<file path="config.mk">
export PLATFORM = sky130hd
export DESIGN_NAME = sysid_regfile_flat
export DESIGN_NICKNAME = d
export VERILOG_FILES = /design/src/rtl/sysid_regfile_if.sv /design/src/rtl/sysid_regfile.sv /design/src/flat_wrapper.sv
export SDC_FILE = /design/constraint.sdc
export NUM_CORES = 1
export LEC_CHECK = 0
export CAP_MARGIN = 20
export CORE_MARGIN = 1.5
export CORE_UTILIZATION = 65
export CTS_CLUSTER_DIAMETER = 200
export DETAILED_ROUTE_END_ITERATION = 10
export HOLD_SLACK_MARGIN = 0.05
export MAX_ROUTING_LAYER = met4
export PLACE_DENSITY = 0.86
export SLEW_MARGIN = 25
export SYNTH_ARGS = -nofsm -noshare
export SYNTH_HDL_FRONTEND = slang
export SYNTH_SLANG_ARGS = --single-unit
</file>
<file path="constraint.sdc">
create_clock -name clock -period 4 [get_ports clock]
set_input_delay 0.4 -clock clock [delete_from_list [all_inputs] [get_ports clock]]
set_output_delay 0.4 -clock clock [all_outputs]
set_load 0.1 [all_outputs]
</file>
<file path="src/rtl/sysid_regfile_if.sv">
// Avalon-MM slave bus bundle for the system-identification register file.
// The master drives address/strobes/write data; the slave returns registered read data.
interface sysid_regfile_if #(
  parameter int ADDR_W = 4
);
  logic [ADDR_W-1:0] address;
  logic              read;
  logic              write;
  logic [31:0]       writedata;
  logic [3:0]        byteenable;
  logic [31:0]       readdata;
  logic              readdatavalid;

  modport master (
    output address, read, write, writedata, byteenable,
    input  readdata, readdatavalid
  );

  modport slave (
    input  address, read, write, writedata, byteenable,
    output readdata, readdatavalid
  );
endinterface

</file>
<file path="src/rtl/sysid_regfile.sv">
// System-identification slave: build ID/timestamp, prescaled 64-bit uptime counter
// with a coherent high-word snapshot, and a bank of byte-writable scratch registers.
module sysid_regfile #(
  parameter logic [31:0] SYSTEM_ID   = 32'h52415801,
  parameter logic [31:0] TIMESTAMP   = 32'h0,
  parameter int          PRESCALE    = 1,
  parameter int          NUM_SCRATCH = 4,
  parameter int          ADDR_W      = 4
) (
  input  logic            clock,
  input  logic            reset_n,
  sysid_regfile_if.slave  bus
);

  localparam logic [ADDR_W-1:0] ADDR_ID     = ADDR_W'(0);
  localparam logic [ADDR_W-1:0] ADDR_TS     = ADDR_W'(1);
  localparam logic [ADDR_W-1:0] ADDR_UP_LO  = ADDR_W'(2);
  localparam logic [ADDR_W-1:0] ADDR_UP_HI  = ADDR_W'(3);
  localparam int                SCR_BASE    = 4;
  localparam logic [15:0]       PRE_LAST    = 16'(PRESCALE - 1);

  logic [63:0] cnt;
  logic [15:0] pre;
  logic [31:0] shadow_hi;
  logic [31:0] scratch [NUM_SCRATCH];

  logic [31:0] read_mux;
  logic [31:0] rdata;
  logic        rvalid;
  logic        wr_accept;
  logic        clear_up;
  logic        snap_hi;
  logic        tick;

  // A simultaneous read wins: the write half of the transfer is discarded.
  assign wr_accept = bus.write && !bus.read;
  assign clear_up  = wr_accept && (bus.address == ADDR_UP_LO);
  assign snap_hi   = bus.read && (bus.address == ADDR_UP_LO);
  assign tick      = (pre == PRE_LAST);

  always_comb begin
    read_mux = '0;
    case (bus.address)
      ADDR_ID:    read_mux = SYSTEM_ID;
      ADDR_TS:    read_mux = TIMESTAMP;
      ADDR_UP_LO: read_mux = cnt[31:0];
      ADDR_UP_HI: read_mux = shadow_hi;
      default: begin
        for (int i = 0; i < NUM_SCRATCH; i++) begin
          if (bus.address == ADDR_W'(SCR_BASE + i)) begin
            read_mux = scratch[i];
          end
        end
      end
    endcase
  end

  always_ff @(posedge clock or negedge reset_n) begin
    if (!reset_n) begin
      rdata  <= '0;
      rvalid <= 1'b0;
    end else begin
      rvalid <= bus.read;
      if (bus.read) begin
        rdata <= read_mux;
      end
    end
  end

  assign bus.readdata      = rdata;
  assign bus.readdatavalid = rvalid;

  // Clearing via a LO write has priority over the prescaled increment.
  always_ff @(posedge clock or negedge reset_n) begin
    if (!reset_n) begin
      pre <= '0;
      cnt <= '0;
    end else if (clear_up) begin
      pre <= '0;
      cnt <= '0;
    end else begin
      pre <= tick ? 16'd0 : pre + 16'd1;
      if (tick) begin
        cnt <= cnt + 64'd1;
      end
    end
  end

  // The high word is captured with the pre-edge count so HI matches the last LO read.
  always_ff @(posedge clock or negedge reset_n) begin
    if (!reset_n) begin
      shadow_hi <= '0;
    end else if (snap_hi) begin
      shadow_hi <= cnt[63:32];
    end
  end

  always_ff @(posedge clock or negedge reset_n) begin
    if (!reset_n) begin
      for (int i = 0; i < NUM_SCRATCH; i++) begin
        scratch[i] <= '0;
      end
    end else if (wr_accept) begin
      for (int i = 0; i < NUM_SCRATCH; i++) begin
        if (bus.address == ADDR_W'(SCR_BASE + i)) begin
          for (int k = 0; k < 4; k++) begin
            if (bus.byteenable[k]) begin
              scratch[i][8*k +: 8] <= bus.writedata[8*k +: 8];
            end
          end
        end
      end
    end
  end

endmodule

</file>
<file path="src/flat_wrapper.sv">
// flat-port wrapper written by rule: the top's interface ports become plain ports
module sysid_regfile_flat 
#(
  parameter logic [31:0] SYSTEM_ID   = 32'h52415801,
  parameter logic [31:0] TIMESTAMP   = 32'h0,
  parameter int          PRESCALE    = 1,
  parameter int          NUM_SCRATCH = 4,
  parameter int          ADDR_W      = 4
)
  (clock, reset_n, bus_address, bus_read, bus_write, bus_writedata, bus_byteenable, bus_readdata, bus_readdatavalid);
  sysid_regfile_if #(.ADDR_W(ADDR_W)) bus_i ();
  input  logic clock;
  input  logic reset_n;
  input wire logic [$bits(bus_i.address)-1:0] bus_address;
  input wire logic [$bits(bus_i.read)-1:0] bus_read;
  input wire logic [$bits(bus_i.write)-1:0] bus_write;
  input wire logic [$bits(bus_i.writedata)-1:0] bus_writedata;
  input wire logic [$bits(bus_i.byteenable)-1:0] bus_byteenable;
  output wire logic [$bits(bus_i.readdata)-1:0] bus_readdata;
  output wire logic [$bits(bus_i.readdatavalid)-1:0] bus_readdatavalid;
  assign bus_i.address = bus_address;
  assign bus_i.read = bus_read;
  assign bus_i.write = bus_write;
  assign bus_i.writedata = bus_writedata;
  assign bus_i.byteenable = bus_byteenable;
  assign bus_readdata = bus_i.readdata;
  assign bus_readdatavalid = bus_i.readdatavalid;
  sysid_regfile #(.SYSTEM_ID(SYSTEM_ID), .TIMESTAMP(TIMESTAMP), .PRESCALE(PRESCALE), .NUM_SCRATCH(NUM_SCRATCH), .ADDR_W(ADDR_W)) u_core (.clock(clock), .reset_n(reset_n), .bus(bus_i));
endmodule
</file>
# After elaboration in Yosys (flattened, before gate mapping)
# Cells that the tools add are included.
[word_totals] register_bits=273 inputBits=44 output_inout_bits=33 elab_cells=62
[classes] addsub=2 eq_ne=7 muxes=9 n_reduce_logical=23
[ops] op="2-to-1 mux 32 bit" count=4
[ops] op="2-to-1 mux 64 bit" count=2
[ops] op="one-hot mux 32 bit (4 select lines)" count=1
[ops] op="adder 64 x 1 -> 64 bit (second input constant)" count=1
[ops] op="AND reduction 3 bit" count=16
[ops] op="2-to-1 mux 16 bit" count=2
[ops] op="adder 16 x 1 -> 16 bit (second input constant)" count=1
[ops] op="equality test 4 x 3 -> 1 bit (second input constant)" count=4
[ops] op="zero test 16 bit" count=1
[ops] op="equality test 4 x 2 -> 1 bit (second input constant)" count=2
[ops] op="equality test 4 x 1 -> 1 bit (second input constant)" count=1
[ops] op="zero test 4 bit" count=1
[ops] op="logical AND 1 bit" count=3
[ops] op="nonzero test 2 bit" count=1
[ops] op="zero test 1 bit" count=1

# Longest topological paths before layout
# Gate-level depths: netlist of the first run.
[logic_depth] depth_word=6 depth_mapped=10 ltp_nobuf=7

# Worst setup path before layout of the first run
# No wires, ideal clock.
[synth_timing] path_kind="flip-flop to flip-flop" startpoint="register u_core.pre[0]" endpoint="register u_core.cnt[46]" setup_ns=0.078 t_arrival_ns=2.024 required_time_ns=3.922 slack_ns=1.898 stages_incl_launch_ff=10 n_path_buf=2 period_less_slack_ns=2.102 cell_sequence="dfrtp_1 -> inv_1 -> ha_1 -> nor3b_1 -> and4_1 -> buf_2 -> nand4_1 -> buf_2 -> or4_1 -> a21oi_1"
[synth_via] elab_chain_len=2
[synth_lines] item="start, declared" line_no="sysid_regfile.sv:23" rtl="logic [15:0] pre;"
[synth_lines] item="start signal, assigned" line_no="sysid_regfile.sv:82" rtl="pre <= tick ? 16'd0 : pre + 16'd1;"
[synth_lines] item="zero test 16 bit" line_no="sysid_regfile.sv:39" rtl="assign tick = (pre == PRE_LAST);"
[synth_lines] item="nonzero test 2 bit (no source line)"
[synth_lines] item="end signal, assigned" line_no="sysid_regfile.sv:84" rtl="cnt <= cnt + 64'd1;"
[synth_lines] item="end, declared" line_no="sysid_regfile.sv:22" rtl="logic [63:0] cnt;"
# No other way between the ends.
# A chain may end at the register's enable or synchronous reset.

# Worst setup path in the final report of the first run
[layout_timing] startpoint="register u_core.pre[0]" endpoint="register u_core.cnt[55]"
# The elaborated chain is that of the path after synthesis.

==> results.yml, run 1 <==
die:
  die_h_um: 146
  x_dimension_of_the_die_um: 146
  core_area_um2: 19700
  rows: 51
  die_area_um2: 21200
  initial_utilization_pct: 67.1
  io-pin-count: 77
route:
  drt_pass1_iterations: 8
  route.antenna.remaining_nets: 0
  routed-via-count: 10040
  routedWlPerCell_um: 22.2
  drc: 0
  wirelength_mm: 33.8
  drt-vias-per-instance: 6.60
  drt_first_iter_violations: 929
worst_setup_path:
  timing_worst_setup_path_type: "reg -> reg"
  cp_cell_sequence: "inv_1, ha_1, nor3b_1, and4_1, nand3_1, or4_1, a21oi_1"
  required_ns: 4.48
  crit_slowest_cell: "or4_1"
  slowest_delay_ns: 0.66
  critPathBufInv: 1
  cp.arrival_ns: 3.22
  worstReg2RegStart: "u_core.pre[0]"
  timing.reg2reg.setup_slack_ns: 1.26
  worst_flop_to_flop_path_endpoint: "u_core.cnt[55]"
  worstSetupEndpointType: "register"
  ff2ff_path_depth: 7
  critPathLaunchType: "register"
  biggest_fanout_along_the_worst_timing_path: 16
  crit_family: "simple AND/OR/NAND/NOR gates"
sta:
  timing.final.setup_violations: 0
  worst_tran_pin_value_ns: 1.06
  timing.clock.skew_ns: 0.0179
  finalHoldViolCount: 0
  final.period_utilization_pct: 68.4
  timing.final.crit_period_ns: 2.74
  clock.fmax_ghz: 0.366
  timing.slew.headroom_pct: 29.5
  whs_ns: 0.415
  setup_total_negative_slack_ns: 0
  final_max_slew_viol_count: 0
  rsz0062_at_grt: "false"
global_route:
  grt_overflow: 0
  first_global_vias: 10089
  grt_max_degree: 111
  use_met1_pct: 45.4
  wire_length_of_the_first_global_routing_pass_mm: 55.1
  globalRouteMet3Util_pct: 5.14
  antenna_found_initial: 0
  grt.busiest_layer: "met2"
  grtUsageTotal_pct: 33.5
  grtUsageMet2_pct: 52.7
place:
  place.detailed.instances: 1467
  place.gp.congestion: 0.899
  post-dp-hpwl_mm: 21.7
  portBuffers: 76
logic_synthesis:
  synth-edff-count: 0
  synth.cells.most_frequent: "dfrtp_1, mux2_2, nand2_1"
  yosysWarningCount: 0
  synthMostInstantiatedCell: "dfrtp_1"
  synth.largest_area_cell: "dfrtp_1"
  ys_ff_latch: 273
  synth_top_cells_by_area: "dfrtp_1, mux2_2, mux2i_1"
  synth_fp_nets: 1221
  synth-async-reset-ratio_pct: 100
  synth_seq_area_share_pct: 51.7
  yosysTopAreaCellShare_pct: 51.7
  synthesis.area_per_instance_um2: 11.3
  netlist-cell-type-count: 46
  synth_cells: 1174
  synthFlopType: "dfrtp_1"
  post_synth_instance_area_um2: 13200
finish:
  final_nets: 1281
  post_route_insts_no_fill: 1522
  antenna-diode-count: 0
  area.growth.synth_to_final_pct: 14.9
  postLayoutCoreUtil_pct: 77.1
  fraction_of_final_layout_cells_sized_beyond_drive_strength_1_pct: 20.8
status:
  run_status: "complete, no violations"
clock_tree:
  clock_path_buffers: 3
  clock-sinks: 273
  clk_latency_ns: 0.56
  clock_tree.htree_level_count: 1
  cts.repair.resized: 0
  cts_inserted_buffers: 29
  cts_tree: "built"
  clock_transition_at_the_registers_of_the_reported_paths_ns: 0.07
  clock-root-buffer: "clkbuf_16"
power:
  p_per_area_nw_per_um2: 492
  maximum_ir_drop_on_the_vdd_rail_uv: 402
  power.total_w: 0.00748
  leakage_nw: 6.52
worst_hold_path:
  min-delay-path-class: "in -> async"
flow_run:
  timing.max_cap.violations: 0
[worst max path at each step]
stage	startpoint	endpoint	slack [ns]	depth (start not counted)
final	u_core.pre[0]	u_core.cnt[55]	1.26	7
after global routing	u_core.pre[0]	u_core.cnt[57]	1.07	7
after CTS	u_core.pre[0]	u_core.cnt[57]	1.28	7
after detailed placement	bus_address[2]	u_core.scratch[66]	1.12	5
after global placement	bus_address[2]	u_core.scratch[76]	1.22	5
after floorplan	u_core.pre[0]	u_core.cnt[46]	1.90	9
[layout make-up]
| class | count | area, um^2 |
|---|---|---|
| Sequential cell | 273 | 6830 |
| Multi-Input combinational cell | 798 | 5990 |
| Fill cell | 1132 | 4520 |
| Timing Repair Buffer | 95 | 923 |
| Clock buffer | 43 | 848 |
| Tap cell | 265 | 332 |
| Inverter | 37 | 139 |
| Clock inverter | 11 | 136 |
[power by group]
part	leakage, nW	total [W]	switching (W)	internal [W]
Sequential	3.56	0.00356	0.000396	0.00316
Combinational	2.48	0.00117	0.000669	0.000506
Clock	0.481	0.00274	0.00114	0.00161
[timing repair]
item	CTS	global route
hold buffers	1	0
buffers inserted	0	0
endpoints found under the hold margin	76	0
[metal layers]
metal,up-vias,wire [um]
li1,4394,-
met1,5062,13800
met2,505,16600
met3,79,2530
met4,0,910
met5,-,0
[through the flow]
step                      area, um^2  setup WS (ns)
after floorplan                13200           1.90
after global placement         14200           1.22
after detailed placement       14200           1.12
after CTS                      15200           1.28
after global routing           15200           1.07
final                          15200           1.26
[logic make-up (layout without fill, tap and decap cells)]
family,after synthesis,in the layout,synth area share (%)
buf+inv,103,186,3.07
flops,273,273,51.7
simple gates,352,352,14.3
xor+xnor,43,43,2.85
mux,224,224,19.5
fa+ha+maj,3,3,0.284
compound gates,176,176,8.34
[sequential cells by signal, indices dropped and copies added (netlist names)]
register and count:
u_core.cnt 64, u_core.pre 16, u_core.scratch 128, u_core.bus.readdata 32, u_core.shadow_hi 32, u_core.bus.readdatavalid 1
[placed cells by master, fill, tap and decap left out, drive strengths merged, types with 16 or more instances in the layout]
cell type	n
nand3	39
nand4	33
and3	17
or3	17
o22ai	30
inv	38
o21ai	37
mux2i	52
buf	22
xnor2	27
mux2	161
xor2	16
nor2	78
a21oi	41
nand2	93
or4	20
a22oi	22
nor4	21
clkdlybuf4s50	72
clkbuf	43
o211ai	22
dfrtp	273
Note: power is estimated with default switching activity, not from simulation.
==> inputs of run 2 (changes only) <==
- CORE_UTILIZATION: 65 -> 60
- PLACE_DENSITY: 0.86 -> 0.8
- clock period: 4 -> 2.74 ns (I/O delays scaled with it)
==> results.yml, run 2 (synthesized netlist as in run 1, its figures left out) <==
route:
  wirelength_mm: 33.3
  drc: 0
  drt-vias-per-instance: 6.35
  drt_first_iter_violations: 900
  route.antenna.remaining_nets: 0
  drt_pass1_iterations: 5
  routed-via-count: 9947
  routedWlPerCell_um: 21.3
finish:
  mostFrequentLayoutCell: "dfrtp_1"
  final_nets: 1314
  layout.cells.most_common_list: "dfrtp_1, mux2_2, nand2_1"
  fraction_of_final_layout_cells_sized_beyond_drive_strength_1_pct: 25.2
  top_register: "u_core.scratch"
  fillers: 1556
  final_cell_area_um2: 15400
  biggestRegsByFlops: "u_core.scratch (128), u_core.cnt (64)"
  largest_reg_flops: 128
  area.growth.synth_to_final_pct: 16.2
sta:
  finalHoldViolCount: 0
  final_max_slew_viol_count: 0
  setup_total_negative_slack_ns: 0
  timing.final.setup_violations: 0
  timing.clock.skew_ns: 0.0182
  clock.fmax_ghz: 0.407
  final.period_utilization_pct: 89.7
  worst_tran_pin_value_ns: 0.735
  timing.final.crit_period_ns: 2.46
  timing.slew.headroom_pct: 51.0
  rsz0062_at_grt: "false"
clock_tree:
  cts_inserted_buffers: 29
  clock_transition_at_the_registers_of_the_reported_paths_ns: 0.06
  cts.repair.resized: 0
  clock-root-buffer: "clkbuf_16"
  clock_tree.htree_level_count: 1
  clk_latency_ns: 0.57
  clock-sinks: 273
  clock_path_buffers: 3
  cts_tree: "built"
global_route:
  wire_length_of_the_first_global_routing_pass_mm: 54.1
  grtUsageTotal_pct: 31.4
  grt_overflow: 0
  grt_max_degree: 90
  antenna_found_initial: 1
  first_global_vias: 9953
worst_setup_path:
  timing_worst_setup_path_type: "reg -> reg"
  worstSetupEndpointType: "register"
  biggest_fanout_along_the_worst_timing_path: 14
  critPathLaunchType: "register"
  required_ns: 3.22
  cp.arrival_ns: 2.94
power:
  p_sw_w: 0.00315
  maximum_ir_drop_on_the_vdd_rail_uv: 662
  clock_power_share_pct: 36.3
  p_comb_share_pct: 15.8
  netSwitchingFraction_pct: 29.1
  leakage_nw: 6.73
  p_per_area_nw_per_um2: 705
  internal_power_w: 0.00768
  power.sequential.fraction_pct: 47.9
place:
  place.gp.congestion: 0.971
  total_cell_area_at_the_placement_stage_um2: 14400
  portBuffers: 76
  post-dp-hpwl_mm: 22.5
die:
  die_h_um: 151
  x_dimension_of_the_die_um: 151
  io-pin-count: 77
  die_area_um2: 22900
  initial_utilization_pct: 60.8
  rows: 54
  core_area_um2: 21800
status:
  run_status: "complete, no violations"
worst_hold_path:
  min-delay-path-class: "in -> async"
flow_run:
  timing.max_cap.violations: 0
[run 2: final cells by class]
cell class                 count  area (um^2)  area share, %
clock buffer                  43          848           5.52
tap                          280          350           2.28
multi-input combinational    798         5990           39.0
sequential                   273         6830           44.5
inverter                      37          139          0.904
antenna                        1         2.50         0.0163
timing repair buffer         128         1100           7.17
clock inverter                 7          103          0.668
[run 2: path summary, 6_finish.rpt]
kind / from / to / slack, ns / cells after the start
setup / recovery: u_core.pre[1] / u_core.cnt[63] / 0.28 / 8
max in group asynchronous: reset_n / u_core.scratch[35] / 1.56 / 3
hold / removal: reset_n / u_core.pre[9] / 0.30 / 2
min in group clock: bus_read / u_core.bus.readdatavalid / 0.30 / 2
hold reg to reg: u_core.scratch[26] / u_core.scratch[26] / 0.50 / 1
setup reg to reg: u_core.pre[1] / u_core.cnt[63] / 0.28 / 8
[run 2: per-stage QoR]
stage	utilization, %	hold WS (ns)	setup WS, ns	instances	power, W
3_5_place_dp	66.2	0.330	0.312	1515	0.00692
3_3_place_gp	66.2	0.333	0.407	1515	0.00682
2_1_floorplan	-	-0.0216	0.638	1174	0.00627
6_report	70.6	0.301	0.281	1567	0.0108
4_1_cts	70.6	0.282	0.308	1566	0.0108
5_1_grt	70.6	0.313	0.0877	1567	0.0112
[run 2: power groups by stage]
| stage | registers (W) | clock network [W] | logic (W) |
|---|---|---|---|
| final | 0.00518 | 0.00393 | 0.00171 |
| after global routing | 0.00524 | 0.00413 | 0.00186 |
| after CTS | 0.00516 | 0.00396 | 0.00172 |
| after detailed placement | 0.00522 | 0 | 0.00170 |
| after global placement | 0.00518 | 0 | 0.00164 |
| after floorplan | 0.00533 | 0 | 0.000939 |
[run 2: what timing repair did]
action,in CTS,in global routing
setup buffers,0,0
hold buffers,1,0
hold endpoints to repair,82,0
[run 2: routing by layer]
layer	up-vias	global-route usage, %	routed length, um
li1	4459	-	-
met5	-	-	0
met3	75	5.99	2260
met2	365	47.4	15600
met4	0	8.64	928
met1	5048	43.7	14500
[run 2: critical path: stages, from the launching register on]
cell and delay, ns:
dfrtp_1 0.43, inv_1 0.09, ha_1 0.13, nor3b_1 0.23, and4_1 0.32, buf_4 0.25
o211ai_1 0.21, or4_1 0.57, a21oi_1 0.16
